==> config.mk <==
export PLATFORM = sky130hd
export DESIGN_NAME = btn_event_flat
export DESIGN_NICKNAME = d
export VERILOG_FILES = /design/src/rtl/btn_event_if.sv /design/src/rtl/btn_event.sv /design/src/flat_wrapper.sv
export SDC_FILE = /design/constraint.sdc
export NUM_CORES = 1
export LEC_CHECK = 0
export ABC_AREA = 1
export CAP_MARGIN = 0
export CORE_UTILIZATION = 60
export CTS_CLUSTER_DIAMETER = 30
export DETAILED_ROUTE_END_ITERATION = 8
export PLACE_DENSITY = 0.83
export SYNTH_ARGS = -nofsm -noshare
export SYNTH_HDL_FRONTEND = slang
export SYNTH_SLANG_ARGS = --single-unit
==> constraint.sdc <==
create_clock -name clk -period 2.1 [get_ports clk]
set_clock_uncertainty 0.15 [all_clocks]
set_input_delay 0.42 -clock clk [delete_from_list [all_inputs] [get_ports clk]]
set_output_delay 0.42 -clock clk [all_outputs]
set_load 0.05 [all_outputs]
==> src/rtl/btn_event_if.sv <==
// Button event bus: debounced level in, registered event pulses and debug state out.
// The release pulse is named release_o because "release" is a reserved word.
interface btn_event_if;
    logic       btn_ok_i;
    logic       press_o;
    logic       release_o;
    logic       click_o;
    logic       double_click_o;
    logic       long_press_o;
    logic [2:0] state_o;

    modport slave (
        input  btn_ok_i,
        output press_o,
        output release_o,
        output click_o,
        output double_click_o,
        output long_press_o,
        output state_o
    );

    modport master (
        output btn_ok_i,
        input  press_o,
        input  release_o,
        input  click_o,
        input  double_click_o,
        input  long_press_o,
        input  state_o
    );
endinterface

==> src/rtl/btn_event.sv <==
// Classifies a debounced button level into press/release/click/double-click/long-press pulses.
//
// state          | meaning
// IDLE           | button up, nothing pending
// PRESSED        | first press in progress, counting hold time
// LONG_HELD      | long press already reported, waiting for release
// WAIT_SECOND    | short press released, timing the double-click window
// SECOND_PRESSED | second press of a double click in progress
module btn_event #(
    parameter int CNT_W         = 27,
    parameter int LONG_CYCLES   = 100_000_000,
    parameter int DCLICK_CYCLES = 30_000_000
) (
    input  logic        clk,
    input  logic        rst_n,
    btn_event_if.slave  bus
);

    typedef enum logic [2:0] {
        IDLE           = 3'd0,
        PRESSED        = 3'd1,
        LONG_HELD      = 3'd2,
        WAIT_SECOND    = 3'd3,
        SECOND_PRESSED = 3'd4
    } state_e;

    localparam logic [CNT_W-1:0] LONG_LAST   = CNT_W'(LONG_CYCLES - 1);
    localparam logic [CNT_W-1:0] DCLICK_LAST = CNT_W'(DCLICK_CYCLES - 1);

    state_e             state_q, state_d;
    logic [CNT_W-1:0]   cnt_q, cnt_d;
    logic [CNT_W-1:0]   cnt_inc;
    logic               btn_q;
    logic               rise, fall;
    logic               press_q, press_d;
    logic               release_q, release_d;
    logic               click_q, click_d;
    logic               dclick_q, dclick_d;
    logic               long_q, long_d;

    assign rise = bus.btn_ok_i & ~btn_q;
    assign fall = ~bus.btn_ok_i & btn_q;

    // Saturating increment: the counter holds at all-ones instead of wrapping.
    assign cnt_inc = (cnt_q == '1) ? cnt_q : cnt_q + CNT_W'(1);

    always_comb begin
        state_d   = state_q;
        cnt_d     = cnt_q;
        press_d   = 1'b0;
        release_d = 1'b0;
        click_d   = 1'b0;
        dclick_d  = 1'b0;
        long_d    = 1'b0;

        case (state_q)
            IDLE: begin
                if (rise) begin
                    press_d = 1'b1;
                    cnt_d   = '0;
                    state_d = PRESSED;
                end
            end

            PRESSED: begin
                if (fall) begin
                    release_d = 1'b1;
                    cnt_d     = '0;
                    state_d   = WAIT_SECOND;
                end else if (bus.btn_ok_i && cnt_q == LONG_LAST) begin
                    long_d  = 1'b1;
                    cnt_d   = '0;
                    state_d = LONG_HELD;
                end else if (bus.btn_ok_i) begin
                    cnt_d = cnt_inc;
                end
            end

            LONG_HELD: begin
                if (fall) begin
                    release_d = 1'b1;
                    cnt_d     = '0;
                    state_d   = IDLE;
                end
            end

            // A rise on the timeout cycle still counts as the second press.
            WAIT_SECOND: begin
                if (rise) begin
                    press_d = 1'b1;
                    cnt_d   = '0;
                    state_d = SECOND_PRESSED;
                end else if (cnt_q == DCLICK_LAST) begin
                    click_d = 1'b1;
                    cnt_d   = '0;
                    state_d = IDLE;
                end else begin
                    cnt_d = cnt_inc;
                end
            end

            SECOND_PRESSED: begin
                if (fall) begin
                    release_d = 1'b1;
                    dclick_d  = 1'b1;
                    cnt_d     = '0;
                    state_d   = IDLE;
                end else if (bus.btn_ok_i && cnt_q == LONG_LAST) begin
                    long_d  = 1'b1;
                    cnt_d   = '0;
                    state_d = LONG_HELD;
                end else if (bus.btn_ok_i) begin
                    cnt_d = cnt_inc;
                end
            end

            default: begin
                cnt_d   = '0;
                state_d = IDLE;
            end
        endcase
    end

    always_ff @(posedge clk) begin
        if (!rst_n) begin
            state_q   <= IDLE;
            cnt_q     <= '0;
            btn_q     <= 1'b0;
            press_q   <= 1'b0;
            release_q <= 1'b0;
            click_q   <= 1'b0;
            dclick_q  <= 1'b0;
            long_q    <= 1'b0;
        end else begin
            state_q   <= state_d;
            cnt_q     <= cnt_d;
            btn_q     <= bus.btn_ok_i;
            press_q   <= press_d;
            release_q <= release_d;
            click_q   <= click_d;
            dclick_q  <= dclick_d;
            long_q    <= long_d;
        end
    end

    assign bus.press_o        = press_q;
    assign bus.release_o      = release_q;
    assign bus.click_o        = click_q;
    assign bus.double_click_o = dclick_q;
    assign bus.long_press_o   = long_q;
    assign bus.state_o        = state_q;

endmodule

==> src/flat_wrapper.sv <==
// flat-port wrapper written by rule: the top's interface ports become plain ports
module btn_event_flat 
#(
    parameter int CNT_W         = 27,
    parameter int LONG_CYCLES   = 100_000_000,
    parameter int DCLICK_CYCLES = 30_000_000
)
  (clk, rst_n, bus_btn_ok_i, bus_press_o, bus_release_o, bus_click_o, bus_double_click_o, bus_long_press_o, bus_state_o);
  btn_event_if bus_i ();
  input  logic clk;
  input  logic rst_n;
  input wire logic [$bits(bus_i.btn_ok_i)-1:0] bus_btn_ok_i;
  output wire logic [$bits(bus_i.press_o)-1:0] bus_press_o;
  output wire logic [$bits(bus_i.release_o)-1:0] bus_release_o;
  output wire logic [$bits(bus_i.click_o)-1:0] bus_click_o;
  output wire logic [$bits(bus_i.double_click_o)-1:0] bus_double_click_o;
  output wire logic [$bits(bus_i.long_press_o)-1:0] bus_long_press_o;
  output wire logic [$bits(bus_i.state_o)-1:0] bus_state_o;
  assign bus_i.btn_ok_i = bus_btn_ok_i;
  assign bus_press_o = bus_i.press_o;
  assign bus_release_o = bus_i.release_o;
  assign bus_click_o = bus_i.click_o;
  assign bus_double_click_o = bus_i.double_click_o;
  assign bus_long_press_o = bus_i.long_press_o;
  assign bus_state_o = bus_i.state_o;
  btn_event #(.CNT_W(CNT_W), .LONG_CYCLES(LONG_CYCLES), .DCLICK_CYCLES(DCLICK_CYCLES)) u_core (.clk(clk), .rst_n(rst_n), .bus(bus_i));
endmodule
==> metrics.csv, run 1 <==
metric,value,unit
hold_class,flop to flop,
switchingPower,421,µW
drcViolationCount,0,
cp.buffers_inverters,1,
min-delay-start,u_core.cnt_q[25]$_SDFFE_PN0P_,
cts_hold_buffers,0,
max_freq,500,MHz
finalSetupViolations,0,
netlist_instances,369,
met3_usage,0.0924,
worst_hold_slack,0.359,ns
status,completed,
switching_share,0.287,
initialDrtViolationCount,187,
io_buffers,10,
power_frac_seq,0.478,
grt_max_degree,16,
required,2.14,ns
clkSinkCount,36,
drt_wl_total,5990,µm
cp_top_family,simple AND/OR/NAND/NOR gates,
gr-total-overflow,0,
end_kind,flop,
ys_types,31,
grt_pass1_vias,2241,
tightest_slew,0.500,ns
syn_to_final_growth,19.6,%
startpoint,u_core.cnt_q[14]$_SDFFE_PN0P_,
synth_fp_nets,373,
pwr_density_cell,543,mW/mm²
cts-root-buf,clkbuf_8,
p_int,1.05,mW
grt_use_met1,0.413,
r2r_start,u_core.cnt_q[14]$_SDFFE_PN0P_,
critPathKind,flop to flop,
cts_made_buffers,5,
die_h,63.4,µm
ff2ff_setup_slack,0.1,ns
core_region_area,0.00347,mm²
cpMaxStageDelayCell,dfxtp_1,
drive_gt1_frac,0.174,
cts_tree,done,
yosysSeqAreaShare,0.319,
nets,410,
critPathArrivalTime,2.04,ns
dpl.hpwl,4380,µm
fill_cells,283,
routedWlPerCell,13.2,µm
die_w,63.4,µm
finalHoldViolCount,0,
start_util,0.652,
power_frac_clock,0.352,
period_share,0.952,
busiest_layer,met2,
clk_pin_slew_worst_paths,0.07,ns
die-area,0.00402,mm²
gp_congestion,0.942,
path_max_fanout,6,
cpPeakStageDelay,0.42,ns
cp_cell_sequence,nand2_1 > nor2_1 > nand2_1 > nor2_1 > nand2_2 > nand3_4 > nand2_4 > buf_4 > nor2_4 > nand3_1 > nand2_1 > nor2_1,
slew_violations,0,
cap_violations,0,
power_leakage,1.14,nW
totalPowerFinal,1.47,mW
met2_usage,0.497,
grt_pass1_wl,9850,µm
ant_nets,0,
synth_area_per_cell,6.13,µm²
period_needed,2.00,ns
via_count,2471,
num_antenna_cells,0,
synth-seq-cells,36,
worstSkewPairLatency,0.30,ns
syn_area,0.00226,mm²
rows,21,
grt_usage,0.315,
clockBufferDepth,2,
h-tree-depth,2,
power_frac_comb,0.170,
start_kind,flop,
ir_drop,0.000596,V
yosysWarningCount,0,
viasPerCell,5.45,
relSlewSlack,0.666,
io_pins,11,
antenna_found_initial,0,
drt-pass1-iter-count,5,
[metrics by stage]
step | TNS (ns) | instances | util | cell area (µm²) | worst slack (ns)
final | 0 | 453 | 0.780 | 2710 | 0.0999
after global routing | -0.0113 | 453 | 0.780 | 2710 | -0.0113
after global placement | -4.76 | 443 | 0.736 | 2550 | -0.234
after detailed placement | -6.32 | 443 | 0.736 | 2550 | -0.304
after CTS | 0 | 452 | 0.770 | 2670 | 0.0660
after floorplan | 0 | 369 | - | 2260 | 0.0701
[cell type report]
| class | instances | area, µm² | share of cell area |
|---|---|---|---|
| sequential | 36 | 724 | 0.268 |
| inverter | 47 | 180 | 0.0666 |
| clock inverter | 2 | 10.0 | 0.00370 |
| multi-input combinational | 279 | 1330 | 0.492 |
| timing repair buffer | 37 | 319 | 0.118 |
| clock buffer | 6 | 82.6 | 0.0305 |
| tap | 46 | 57.6 | 0.0213 |
[path summary, 6_finish.rpt]
path,endpoint,cells past startpoint
setup / recovery,u_core.cnt_q[20]$_SDFFE_PN0P_,12
hold / removal,u_core.cnt_q[25]$_SDFFE_PN0P_,2
setup reg to reg,u_core.cnt_q[20]$_SDFFE_PN0P_,12
hold reg to reg,u_core.cnt_q[25]$_SDFFE_PN0P_,2
[cell usage in the layout (no fill, tap or decap), types with 6 or more instances in the layout]
cell type,count
nand2_1,105
nor2_1,62
inv_1,40
dfxtp_1,33
nand3_1,31
buf_4,28
nand4_1,13
a21oi_1,13
nor3_1,11
nor2_2,9
o21ai_0,6
clkbuf_8,6
clkdlybuf4s50_1,6
[Yosys cell counts (all sizes together)]
cell type / n / area (µm²)
nand4: 13 / 81.3
o211ai: 1 / 7.51
nand3: 34 / 193
a21boi: 1 / 7.51
clkinv: 1 / 5.00
nand2: 110 / 430
xor2: 2 / 17.5
nor2: 76 / 328
dfxtp: 36 / 721
nand3b: 3 / 22.5
o21ai: 7 / 35.0
inv: 46 / 173
nor4: 2 / 12.5
clkbuf: 1 / 3.75
buf: 6 / 55.1
o21bai: 2 / 15.0
a31oi: 1 / 6.26
ha: 1 / 12.5
a21oi: 13 / 65.1
xnor2: 1 / 8.76
nor3: 11 / 55.1
a211oi: 1 / 7.51
[cell families after synthesis]
| logic type | synth area share |
|---|---|
| AND/OR/NAND/NOR | 0.496 |
| buffers and inverters | 0.105 |
| flip-flops | 0.319 |
| AO/OA/AOI/OAI | 0.0636 |
| XOR/XNOR | 0.0116 |
| adder cells (fa/ha/maj) | 0.00553 |
[routing by layer]
metal	vias up	wire (µm)	share of wire
met5	-	0	0
met4	0	85	0.014
met3	10	505	0.084
met2	118	2730	0.46
met1	1098	2670	0.45
li1	1245	-	-
[power by group through the flow]
stage               clock network (mW)  registers (mW)  logic [mW]
floorplan                            0           0.732       0.138
global placement                     0           0.716       0.222
detailed placement                   0           0.717       0.227
CTS                              0.523           0.701       0.240
global route                     0.552           0.703       0.267
finish                           0.517           0.702       0.249
[registers in the layout, summed over array words and instances (netlist names)]
name	count
u_core.bus.long_press_o	1
u_core.cnt_q	27
u_core.btn_q	1
u_core.bus.press_o	1
u_core.bus.double_click_o	1
u_core.bus.click_o	1
u_core.bus.state_o	3
u_core.bus.release_o	1
[tightest hold or removal path, cell delays in order, from the launching register on]
cell and delay [ns]:
dfxtp_1 0.34, nand2_1 0.07, a21oi_1 0.06
[repair_timing]
item                                    in CTS  in global routing
buffers inserted                             1                  1
resized for setup                            3                 10
gates cloned                                 0                  0
endpoints found under the setup margin      10                 20
pin swaps                                    1                  3
No activity file was read; power rests on OpenSTA's default activity.
==> inputs of run 2 (changes only) <==
--- a/config.mk
+++ b/config.mk
@@ -6,11 +6,10 @@
 export NUM_CORES = 1
 export LEC_CHECK = 0
 export ABC_AREA = 1
-export CAP_MARGIN = 0
-export CORE_UTILIZATION = 60
-export CTS_CLUSTER_DIAMETER = 30
+export CAP_MARGIN = 5
+export CORE_UTILIZATION = 64
 export DETAILED_ROUTE_END_ITERATION = 8
-export PLACE_DENSITY = 0.83
+export PLACE_DENSITY = 0.88
 export SYNTH_ARGS = -nofsm -noshare
 export SYNTH_HDL_FRONTEND = slang
 export SYNTH_SLANG_ARGS = --single-unit
==> constraint.sdc (replaced) <==
create_clock -name clk -period 2.5 [get_ports clk]
set_clock_uncertainty 0.15 [all_clocks]
set_input_delay 0.5 -clock clk [delete_from_list [all_inputs] [get_ports clk]]
set_output_delay 0.5 -clock clk [all_outputs]
set_load 0.05 [all_outputs]
==> run 2 against run 1 <==
Net effect:
- clock power shrank 37%
- non-clock buffer count shrank 17
- setup slack gained 0.093 ns
- via count shrank 4.1%
- sequential power shrank 16%
- cell area shrank 7.7%
- critical path type unchanged
- count of clock-buffer cells in the layout is the same
- combinational power shrank 30%
- global-route usage shrank 0.74 points
- critical path depth shrank 1
==> metrics.csv, run 2 (synthesis results as in run 1) <==
metric,value,unit
status,completed,
cpPeakStageDelay,0.43,ns
rows,21,
io_pins,11,
core_region_area,0.00336,mm²
cts_hold_buffers,0,
finalSetupViolations,0,
clk_pin_slew_worst_paths,0.11,ns
clockBufferDepth,2,
dpl.hpwl,4170,µm
path_max_fanout,15,
power_leakage,1.02,nW
die-area,0.00378,mm²
start_util,0.673,
final_cell_mix,"105 x nand2_1, 65 x nor2_1, 41 x inv_1",
gp_congestion,0.966,
viasPerCell,5.44,
grt_pass1_wl,8540,µm
drive_gt1_frac,0.110,
final_common_cell,nand2_1,
nets,393,
totalPowerFinal,1.09,mW
max_freq,433,MHz
grt_usage,0.307,
routedWlPerCell,12.6,µm
worstSkewPairLatency,0.34,ns
cts.repair.resized,0,
via_count,2370,
hold_class,flop to flop,
place_ws,-0.0984,ns
drt_wl_total,5490,µm
relSlewSlack,0.658,
cts_tree,done,
cts_made_buffers,5,
die_h,61.5,µm
whs_path_depth,2,
regMostFlops,u_core.cnt_q,
antenna_found_initial,0,
period_needed,2.31,ns
period_share,0.923,
pwr_density_cell,437,mW/mm²
min-delay-start,u_core.cnt_q[4]$_SDFFE_PN0P_,
required,2.62,ns
r2r_start,u_core.cnt_q[0]$_SDFFE_PN0P_,
io_buffers,10,
num_antenna_cells,0,
clkSinkCount,36,
tightest_slew,0.511,ns
drcViolationCount,0,
r2r_cells,11,
grt_pass1_vias,1896,
cp_cell_sequence,ha_1 > nand3_2 > inv_2 > nand2_2 > nor2_2 > nand3_2 > nand3_1 > nor2_1 > nand2_1 > nand2_1 > nor2_1,
setup_slack,0.193,ns
die_w,61.5,µm
largest_register_ff_count,27,
critPathKind,flop to flop,
grt_max_degree,16,
fill_cells,296,
start_kind,flop,
fin_setup_tns,0,ns
drt-pass1-iter-count,5,
ant_nets,0,
post-cts-setup-buffers,0,
gr-total-overflow,0,
worst_hold_slack,0.377,ns
cap_violations,0,
critPathArrivalTime,2.43,ns
grt_setup_unrepaired,no,
syn_to_final_growth,10.4,%
finalHoldViolCount,0,
ff2ff_setup_slack,0.19,ns
cts-root-buf,clkbuf_4,
ir_drop,0.000342,V
h-tree-depth,2,
slew_violations,0,
cpMaxStageDelayCell,dfxtp_1,
r2r_end,u_core.cnt_q[13]$_SDFFE_PN0P_,
initialDrtViolationCount,209,
end_kind,flop,
holdPathEnd,u_core.cnt_q[4]$_SDFFE_PN0P_,
[run 2: changes by cell type in the layout (fill, tap and decap cells not counted), sizes merged]
cell           previous run  this run
buf                      30        10
clkdlybuf4s50             6        10
dlygate4sd2               1         0
[run 2: where the power goes]
part / internal [mW] / switching, mW / total (mW)
sequential: 0.582 / 0.00994 / 0.592
combinational: 0.0555 / 0.119 / 0.175
clock: 0.134 / 0.191 / 0.325
total: 0.771 / 0.320 / 1.09
[run 2: area by class of cell]
class / count / area (µm²) / share of cell area
Timing Repair Buffer: 20 / 175 / 0.0701
Multi-Input combinational cell: 279 / 1310 / 0.523
Sequential cell: 36 / 721 / 0.289
Clock buffer: 6 / 51.3 / 0.0205
Inverter: 47 / 178 / 0.0711
Tap cell: 46 / 57.6 / 0.0230
Clock inverter: 2 / 10.0 / 0.00401
[run 2: critical path, delay by kind of cell (launching register included)]
family                   cells  cell delay (ns)
flip-flops                   1             0.43
adder cells (fa/ha/maj)      1             0.24
buffers and inverters        1             0.08
AND/OR/NAND/NOR              9             1.33
[run 2: worst max path at each step]
stage                                             from                       endpoint  slack, ns  depth (start not counted)
global placement                          bus_btn_ok_i   u_core.cnt_q[1]$_SDFFE_PN0P_      0.009                         11
global route              u_core.cnt_q[0]$_SDFFE_PN0P_   u_core.cnt_q[0]$_SDFFE_PN0P_       0.03                         12
detailed placement                        bus_btn_ok_i   u_core.cnt_q[1]$_SDFFE_PN0P_       -0.1                         11
CTS                 u_core.bus.state_o[0]$_SDFFE_PN0P_                 bus_state_o[0]       0.23                          1
finish                    u_core.cnt_q[0]$_SDFFE_PN0P_  u_core.cnt_q[13]$_SDFFE_PN0P_       0.19                         11
floorplan           u_core.bus.state_o[0]$_SDFFE_PN0P_  u_core.cnt_q[21]$_SDFFE_PN0P_       0.47                         11
[run 2: per-stage QoR]
stage,instance area (µm²),cells,util
2_1_floorplan,2260,369,-
3_3_place_gp,2440,428,0.724
3_5_place_dp,2440,428,0.724
4_1_cts,2500,436,0.743
5_1_grt,2500,436,0.743
6_report,2500,436,0.743
[run 2: layer usage]
layer / vias up / track usage / share of wire
met5: - / 0 / 0
met4: 0 / 0.102 / 0.018
met3: 15 / 0.0735 / 0.071
met2: 105 / 0.480 / 0.44
met1: 1034 / 0.418 / 0.47
li1: 1216 / - / -
